$ cat src/rtl/playlist_ctrl.sv
// playlist_ctrl: song-select / play-level sequencer between the button
// one-pulsers and the song reader. A song change always passes through a
// one-cycle SWITCH (player reset) and a one-cycle SETTLE (ROM read latency)
// before landing in PLAY or PAUSED according to the resume flag.
module playlist_ctrl #(
   parameter int SONG_BITS    = 2,
   parameter int NUM_SONGS    = 4,
   parameter int AUTO_ADVANCE = 1,
   parameter int LOOP_ALL     = 0
) (
   input  logic                 clk,
   input  logic                 reset,
   input  logic                 play_button,
   input  logic                 next_button,
   input  logic                 prev_button,
   input  logic                 song_done,
   output logic [SONG_BITS-1:0] song,
   output logic                 play,
   output logic                 reset_player,
   output logic                 playing,
   output logic                 playlist_done
);

   typedef enum logic [1:0] {S_PAUSED, S_PLAY, S_SWITCH, S_SETTLE} state_t;

   localparam logic [SONG_BITS-1:0] LAST = SONG_BITS'(NUM_SONGS - 1);

   state_t                r_state;
   logic [SONG_BITS-1:0]  r_song;
   logic                  r_resume;
   logic                  r_play;
   logic                  r_reset_player;
   logic                  r_playlist_done;

   logic [SONG_BITS-1:0]  w_song_inc;
   logic [SONG_BITS-1:0]  w_song_dec;
   logic                  w_adv_ok;

   // Neighbouring song indices with wrap at NUM_SONGS, and whether a finished
   // song should roll into the next one.
   always_comb begin
      w_song_inc = (r_song == LAST) ? '0 : r_song + 1'b1;
      w_song_dec = (r_song == '0) ? LAST : r_song - 1'b1;
      w_adv_ok   = (AUTO_ADVANCE != 0) && ((r_song != LAST) || (LOOP_ALL != 0));
   end

   // Sequencer FSM; play/reset_player/playlist_done are registered alongside
   // the state so they are glitch-free decodes of the state being entered.
   always_ff @(posedge clk or posedge reset) begin
      if (reset) begin
         r_state         <= S_PAUSED;
         r_song          <= '0;
         r_resume        <= 1'b0;
         r_play          <= 1'b0;
         r_reset_player  <= 1'b0;
         r_playlist_done <= 1'b0;
      end else begin
         r_reset_player  <= 1'b0;
         r_playlist_done <= 1'b0;
         case (r_state)
            S_PAUSED, S_PLAY: begin
               if (next_button) begin
                  r_song         <= w_song_inc;
                  r_resume       <= 1'b0;
                  r_state        <= S_SWITCH;
                  r_reset_player <= 1'b1;
                  r_play         <= 1'b0;
               end else if (prev_button) begin
                  r_song         <= w_song_dec;
                  r_resume       <= 1'b0;
                  r_state        <= S_SWITCH;
                  r_reset_player <= 1'b1;
                  r_play         <= 1'b0;
               end else if (song_done && (r_state == S_PLAY)) begin
                  // song_done is not an event while paused, so a play press in
                  // that same cycle still takes effect below.
                  r_state        <= S_SWITCH;
                  r_reset_player <= 1'b1;
                  r_play         <= 1'b0;
                  if (w_adv_ok) begin
                     r_song   <= w_song_inc;
                     r_resume <= 1'b1;
                  end else begin
                     r_resume        <= 1'b0;
                     r_playlist_done <= 1'b1;
                  end
               end else if (play_button) begin
                  if (r_state == S_PAUSED) begin
                     r_state <= S_PLAY;
                     r_play  <= 1'b1;
                  end else begin
                     r_state <= S_PAUSED;
                     r_play  <= 1'b0;
                  end
               end
            end
            S_SWITCH: begin
               r_state <= S_SETTLE;
            end
            S_SETTLE: begin
               r_state <= r_resume ? S_PLAY : S_PAUSED;
               r_play  <= r_resume;
            end
            default: begin
               r_state <= S_PAUSED;
               r_play  <= 1'b0;
            end
         endcase
      end
   end

   assign song          = r_song;
   assign play          = r_play;
   assign playing       = r_play;
   assign reset_player  = r_reset_player;
   assign playlist_done = r_playlist_done;

endmodule
$ cat config.mk
export PLATFORM = sky130hd
export DESIGN_NAME = playlist_ctrl
export DESIGN_NICKNAME = d
export VERILOG_FILES = /design/src/rtl/playlist_ctrl.sv
export SDC_FILE = /design/constraint.sdc
export NUM_CORES = 1
export LEC_CHECK = 0
export BUFFER_PORTS_ARGS = -buffer_cell sky130_fd_sc_hd__buf_2
export CORE_AREA = 3 3 40 42
export CTS_CLUSTER_SIZE = 40
export DETAILED_ROUTE_END_ITERATION = 8
export DIE_AREA = 0 0 43 45
export HOLD_SLACK_MARGIN = 0.05
export SLEW_MARGIN = 20
export SYNTH_ARGS = -nofsm -noshare
export SYNTH_HDL_FRONTEND = slang
export SYNTH_SLANG_ARGS = --single-unit
$ cat constraint.sdc
create_clock -name clk -period 2.05 [get_ports clk]
set_input_delay 0.1025 -clock clk [delete_from_list [all_inputs] [get_ports clk]]
set_output_delay 0.1025 -clock clk [all_outputs]
set_load 0.1 [all_outputs]
==> results.tsv, run 1 <==
stage	metric	value	unit
run_status	outcome	complete, no violations	
sta	final setup fails	0	
sta	slew at the pin with the worst max-slew slack	0.487	ns
placed_design	Placed Area	500	sq um
clocking	H-tree levels	1	
worst_setup_path	Setup CP Type	reg2reg	
worst_setup_path	Worst EP arrival	1.64	ns
worst_setup_path	Critical Path Sink	song[1]	
worst_setup_path	reg2reg end	song[1]	
worst_setup_path	CP required	2.25	ns
routing	via/cell ratio	5.26	
grt	All-Layer GR Usage	0.113	
final_layout	# fillers	136	
synthesis	synthesized area per cell	10.4	sq um
final_layout	n_diodes	0	
worst_setup_path	R2R Setup Slk	0.60	ns
placed_design	port buffer count	11	
sta	RSZ-0062 raised after global routing	false	
clocking	clk_lat worst skew	0.25	ns
sta	total negative slack	0	ns
floorplanning	width of the die	43	um
floorplanning	Die H	45	um
clocking	Bufs on Longest Clock Path	2	
floorplanning	Initial Utilization	0.341	
worst_setup_path	Levels on crit path	4	
synthesis	Main synth FF type	dfrtp_1	
sta	Final Hold Viols	0	
sta	Clock Skew	0.00417	ns
synthesis	EDFF count, synth	0	
routing	Initial DRC Count	11	
final_layout	area of the multi-input gates	215	sq um
worst_setup_path	crit-path max cell delay	0.41	ns
synthesis	Post-Syn Instances	42	
routing	Post-Route WL	956	um
sta	Final period util	0.705	
routing	vias	368	
clocking	Post-CTS Resized	0	
grt	number of global-route vias before repair	336	
routing	DRC	0	
final_layout	most frequent cells in the layout	buf_2 (11), dfrtp_1 (8), o21ai_0 (6)	
floorplanning	die area	0.00194	sq mm
hold_path	Tightest Hold Check Type	in2reg	
synthesis	Unique masters post-synth	23	
clocking	CTS Buf Count	3	
routing	Detail Route Antenna Nets	0	
sta	WHS	0.159	ns
clocking	TritonCTS clock tree	done	
sta	Worst slew margin	0.677	
floorplanning	area of the core	0.00128	sq mm
sta	Final Slew Violations	0	
floorplanning	row cnt	13	
final_layout	most common cell after layout, fill and taps aside	buf_2	
run	Max-Cap Viols	0	
placed_design	GPL Wtd Cong	0.719	
sta	maximum clock rate	692	MHz
final_layout	Core Util, Final	0.415	
synthesis	post-synthesis net count	49	
routing	Initial DRT Pass Iterations	4	
synthesis	Syn. warnings	0	
grt	antenna violations before repair	0	
final_layout	cell area after layout	533	sq um
worst_setup_path	Worst Setup End Kind	flop	
clocking	clk slew on worst S/H paths	0.06	ns
worst_setup_path	CP Launch Type	flop	
grt	largest net degree at the start of global routing	14	
worst_setup_path	crit path max fanout	4	
grt	first-pass GRT wire length	1.57	mm
final_layout	Sequential cell area	200	sq um
synthesis	Post-synth ARST share	1.00	
worst_setup_path	crit path from	song[0]	
worst_setup_path	buffer and inverter count on the worst path	0	
worst_setup_path	cells along the critical path	ha_1, or3b_1, o31ai_1, a211o_1	
grt	GR Overflow Total	0	
final_layout	share of cells above drive strength 1	0.291	
floorplanning	I/O Pins	12	
synthesis	Seq cells post-synth	8	
routing	WL/cell	13.7	um
worst_setup_path	family with the most delay on the worst path	flip-flops	
worst_setup_path	FF-to-FF path depth	4	
worst_setup_path	Slowest cell on crit path	dfrtp_1	
sta	post-layout min period	1.45	ns
final_layout	area grow syn2layout	21.7	%
final_layout	Nets	64	
synthesis	sequential fraction of the synthesis area	0.457	
worst_setup_path	worst reg2reg path startpoint	song[0]	
clocking	Root Buffer Master	clkbuf_4	
synthesis	mapped cell area	438	sq um
clocking	Clock Sinks	8	
==> area by class of cell <==
type                            instances  share of cell area
Tap cell                               15              0.0352
Timing Repair Buffer                   12               0.122
Sequential cell                         8               0.376
Multi-Input combinational cell         29               0.404
Inverter                                3              0.0211
Clock buffer                            3              0.0423
==> per-layer routing <==
| metal | track usage | part of all wire |
|---|---|---|
| met1 | 0.146 | 0.45 |
| met4 | 0.0361 | 0.010 |
| met2 | 0.159 | 0.47 |
| met5 | 0 | 0 |
| met3 | 0.0637 | 0.067 |
==> cell usage after synthesis, types with 2 or more instances <==
| cell | number | area [sq um] |
|---|---|---|
| dfrtp_1 | 8 | 200 |
| o21ai_0 | 6 | 30.0 |
| inv_1 | 3 | 11.3 |
| nor2_1 | 3 | 11.3 |
| a211o_1 | 2 | 17.5 |
| a21o_1 | 2 | 15.0 |
| o31ai_1 | 2 | 15.0 |
==> kinds of logic (layout without fill, tap and decap cells) <==
family,count (synthesis),in the layout,synth area share
AOI/OAI and AO/OA,17,17,0.291
adders and majority gates,1,1,0.0286
buffers and inverters,5,18,0.0514
DFF,8,8,0.457
muxes,1,1,0.0257
and+or+nand+nor,10,10,0.146
==> worst min path at each step <==
| stage | start | to | slack [ns] | depth (start not counted) |
|---|---|---|---|---|
| floorplan | reset | play | -0.08 | 1 |
| global placement | reset | playlist_done | 0.06 | 2 |
| detailed placement | reset | r_resume | 0.07 | 2 |
| CTS | next_button | r_state[0] | 0.15 | 2 |
| global route | next_button | r_state[0] | 0.17 | 2 |
| finish | next_button | r_state[0] | 0.16 | 2 |
==> state kept, by name, indices dropped and copies added (netlist names) <==
signal         flops
play               1
playlist_done      1
r_resume           1
r_state            2
reset_player       1
song               2
==> through the flow <==
stage | std cells | worst slack, ns
floorplan | 42 | 0.119
global placement | 66 | 0.630
detailed placement | 66 | 0.616
CTS | 70 | 0.594
global route | 70 | 0.509
finish | 70 | 0.604
==> what timing repair did <==
item / 4_1_cts / 5_1_grt
hold buffers: 1 / 0
endpoints found under the setup margin: 0 / 0
hold endpoints to repair: 8 / 0
setup buffers: 0 / 0
Power of run 1 is not shown: default switching activity piles up to over one toggle a cycle in this logic, so the estimate is an artifact.
==> run 2, diff against run 1 <==
clock period = 1.2 ns   (was 2.05 ns; I/O delays follow)
==> results.tsv, run 2 (same netlist as run 1, synthesis figures left out) <==
stage	metric	value	unit	change
run_status	failing checks	setup timing		
sta	Final period util	1.26		was 0.705
worst_setup_path	crit path from	song[0]		unchanged
floorplanning	I/O Pins	12		unchanged
sta	Worst slew margin	0.679		was 0.677
routing	Detail Route Antenna Nets	0		unchanged
clocking	Clock Sinks	8		unchanged
run	Max-Cap Viols	0		unchanged
sta	slew at the pin with the worst max-slew slack	0.484	ns	was 0.487 ns
routing	met2 WL	556	um	was 446 um
final_layout	share of cells above drive strength 1	0.460		was 0.291
worst_setup_path	family with the most delay on the worst path	flip-flops		unchanged
clocking	Root Buffer Master	clkbuf_4		unchanged
grt	All-Layer GR Usage	0.129		was 0.113
hold_path	Tightest Hold Check Type	in2reg		unchanged
worst_setup_path	Worst Setup End Kind	flop		unchanged
routing	vias	413		was 368
worst_setup_path	FF-to-FF path depth	4		unchanged
routing	M1 WL	461	um	was 434 um
grt	number of global-route vias before repair	393		was 336
worst_setup_path	crit-path max cell delay	0.50	ns	was 0.41 ns
floorplanning	Die H	45	um	unchanged
worst_setup_path	buffer and inverter count on the worst path	0		unchanged
routing	via/cell ratio	5.29		was 5.26
sta	WHS	0.122	ns	was 0.159 ns
grt	first-pass GRT wire length	1.77	mm	was 1.57 mm
final_layout	area grow syn2layout	52.9	%	was 21.7%
clocking	CTS Buf Count	3		unchanged
floorplanning	row cnt	13		unchanged
sta	post-layout min period	1.51	ns	was 1.45 ns
grt	largest net degree at the start of global routing	10		was 14
placed_design	Place WS	-0.279	ns	was 0.616 ns
hold_path	worst hold path stage count	2		unchanged
sta	maximum clock rate	663	MHz	was 692 MHz
sta	post-route setup slack	-0.308	ns	was 0.604 ns
worst_setup_path	CP required	1.39	ns	was 2.25 ns
worst_setup_path	Slowest cell on crit path	dfrtp_4		was dfrtp_1
routing	top sig layer	met4		unchanged
final_layout	most frequent cells in the layout	buf_2 (9), o21ai_0 (6), buf_4 (6), dfrtp_1 (5)		was buf_2 (11), dfrtp_1 (8), o21ai_0 (6)
clocking	TritonCTS clock tree	done		unchanged
sta	Final Slew Violations	0		unchanged
sta	final setup fails	2		was 0
worst_setup_path	Levels on crit path	4		unchanged
clocking	clk_lat worst skew	0.25	ns	about the same
routing	Post-Route WL	1.08	mm	was 956 um
routing	DRC	0		unchanged
hold_path	hold path startpoint	next_button		unchanged
grt	antenna violations before repair	0		unchanged
clocking	Bufs on Longest Clock Path	2		unchanged
worst_setup_path	reg2reg end	song[1]		unchanged
routing	Initial DRT Pass Iterations	4		unchanged
floorplanning	Initial Utilization	0.341		unchanged
floorplanning	width of the die	43	um	unchanged
routing	WL/cell	13.9	um	was 13.7 um
worst_setup_path	worst reg2reg path startpoint	song[0]		unchanged
hold_path	Min-Delay Endpoint	r_state[0]		unchanged
clocking	clk slew on worst S/H paths	0.06	ns	about the same
worst_setup_path	crit path max fanout	3		was 4
placed_design	dpl hpwl	845	um	
sta	Clock Skew	0.00426	ns	was 0.00417 ns
sta	RSZ-0062 raised after global routing	true		was false
floorplanning	area of the core	0.00128	sq mm	unchanged
grt	GR Overflow Total	0		unchanged
worst_setup_path	cells along the critical path	ha_4, or3b_1, o31ai_1, a211o_1		was ha_1, or3b_1, o31ai_1, a211o_1
worst_setup_path	Setup CP Type	reg2reg		unchanged
sta	Final Hold Viols	0		unchanged
routing	met3 wire length	60	um	was 64 um
routing	Initial DRC Count	10		was 11
worst_setup_path	Worst EP arrival	1.69	ns	was 1.64 ns
final_layout	most common cell after layout, fill and taps aside	buf_2		unchanged
run_status	outcome	finished with violations		was complete, no violations
placed_design	port buffer count	11		unchanged
worst_setup_path	R2R Setup Slk	-0.31	ns	was 0.60 ns
worst_setup_path	CP Launch Type	flop		unchanged
placed_design	GPL Wtd Cong	0.672		was 0.719
final_layout	Nets	71		was 64
final_layout	n_diodes	0		unchanged
floorplanning	die area	0.00194	sq mm	unchanged
clocking	H-tree levels	1		unchanged
==> run 2: worst max-delay path by stage <==
stage / to
finish: song[1]
global route: song[1]
CTS: song[1]
detailed placement: song[1]
global placement: song[1]
floorplan: song[1]
==> run 2: worst register-to-register path, delay by kind of cell, from the launching register on <==
family	cells	cell delay, ns
AOI/OAI and AO/OA	2	0.34
adders and majority gates	1	0.28
DFF	1	0.50
and+or+nand+nor	1	0.33
==> run 2: cell type report <==
class                      instances  area, sq um
clock buffer                       4         26.3
fill                             117          616
inverter                           3         11.3
multi-input combinational         29          253
sequential                         8          209
tap                               15         18.8
timing repair buffer              19          151
==> run 2: what timing repair did <==
action                                 CTS  global route
gates resized for setup                  2             2
buffers inserted                         0             0
pin swaps                                0             0
endpoints found under the hold margin    8             0
hold buffers                             1             0
setup endpoints to repair                2             3
==> run 2: metal layers <==
metal	vias to the layer above	track usage
li1	201	-
met2	13	0.225
met4	0	0.0723
met3	2	0.0239
met1	197	0.150
met5	-	0
==> run 2: per-stage QoR <==
stage / util / setup TNS [ns] / cell area (sq um) / cells
5_1_grt: 0.521 / -0.456 / 669 / 78
3_3_place_gp: 0.471 / -0.352 / 606 / 73
6_report: 0.521 / -0.411 / 669 / 78
3_5_place_dp: 0.471 / -0.405 / 606 / 73
4_1_cts: 0.506 / -0.407 / 651 / 78
2_1_floorplan: - / -0.578 / 460 / 42
Power of run 2 is left out for the same reason.
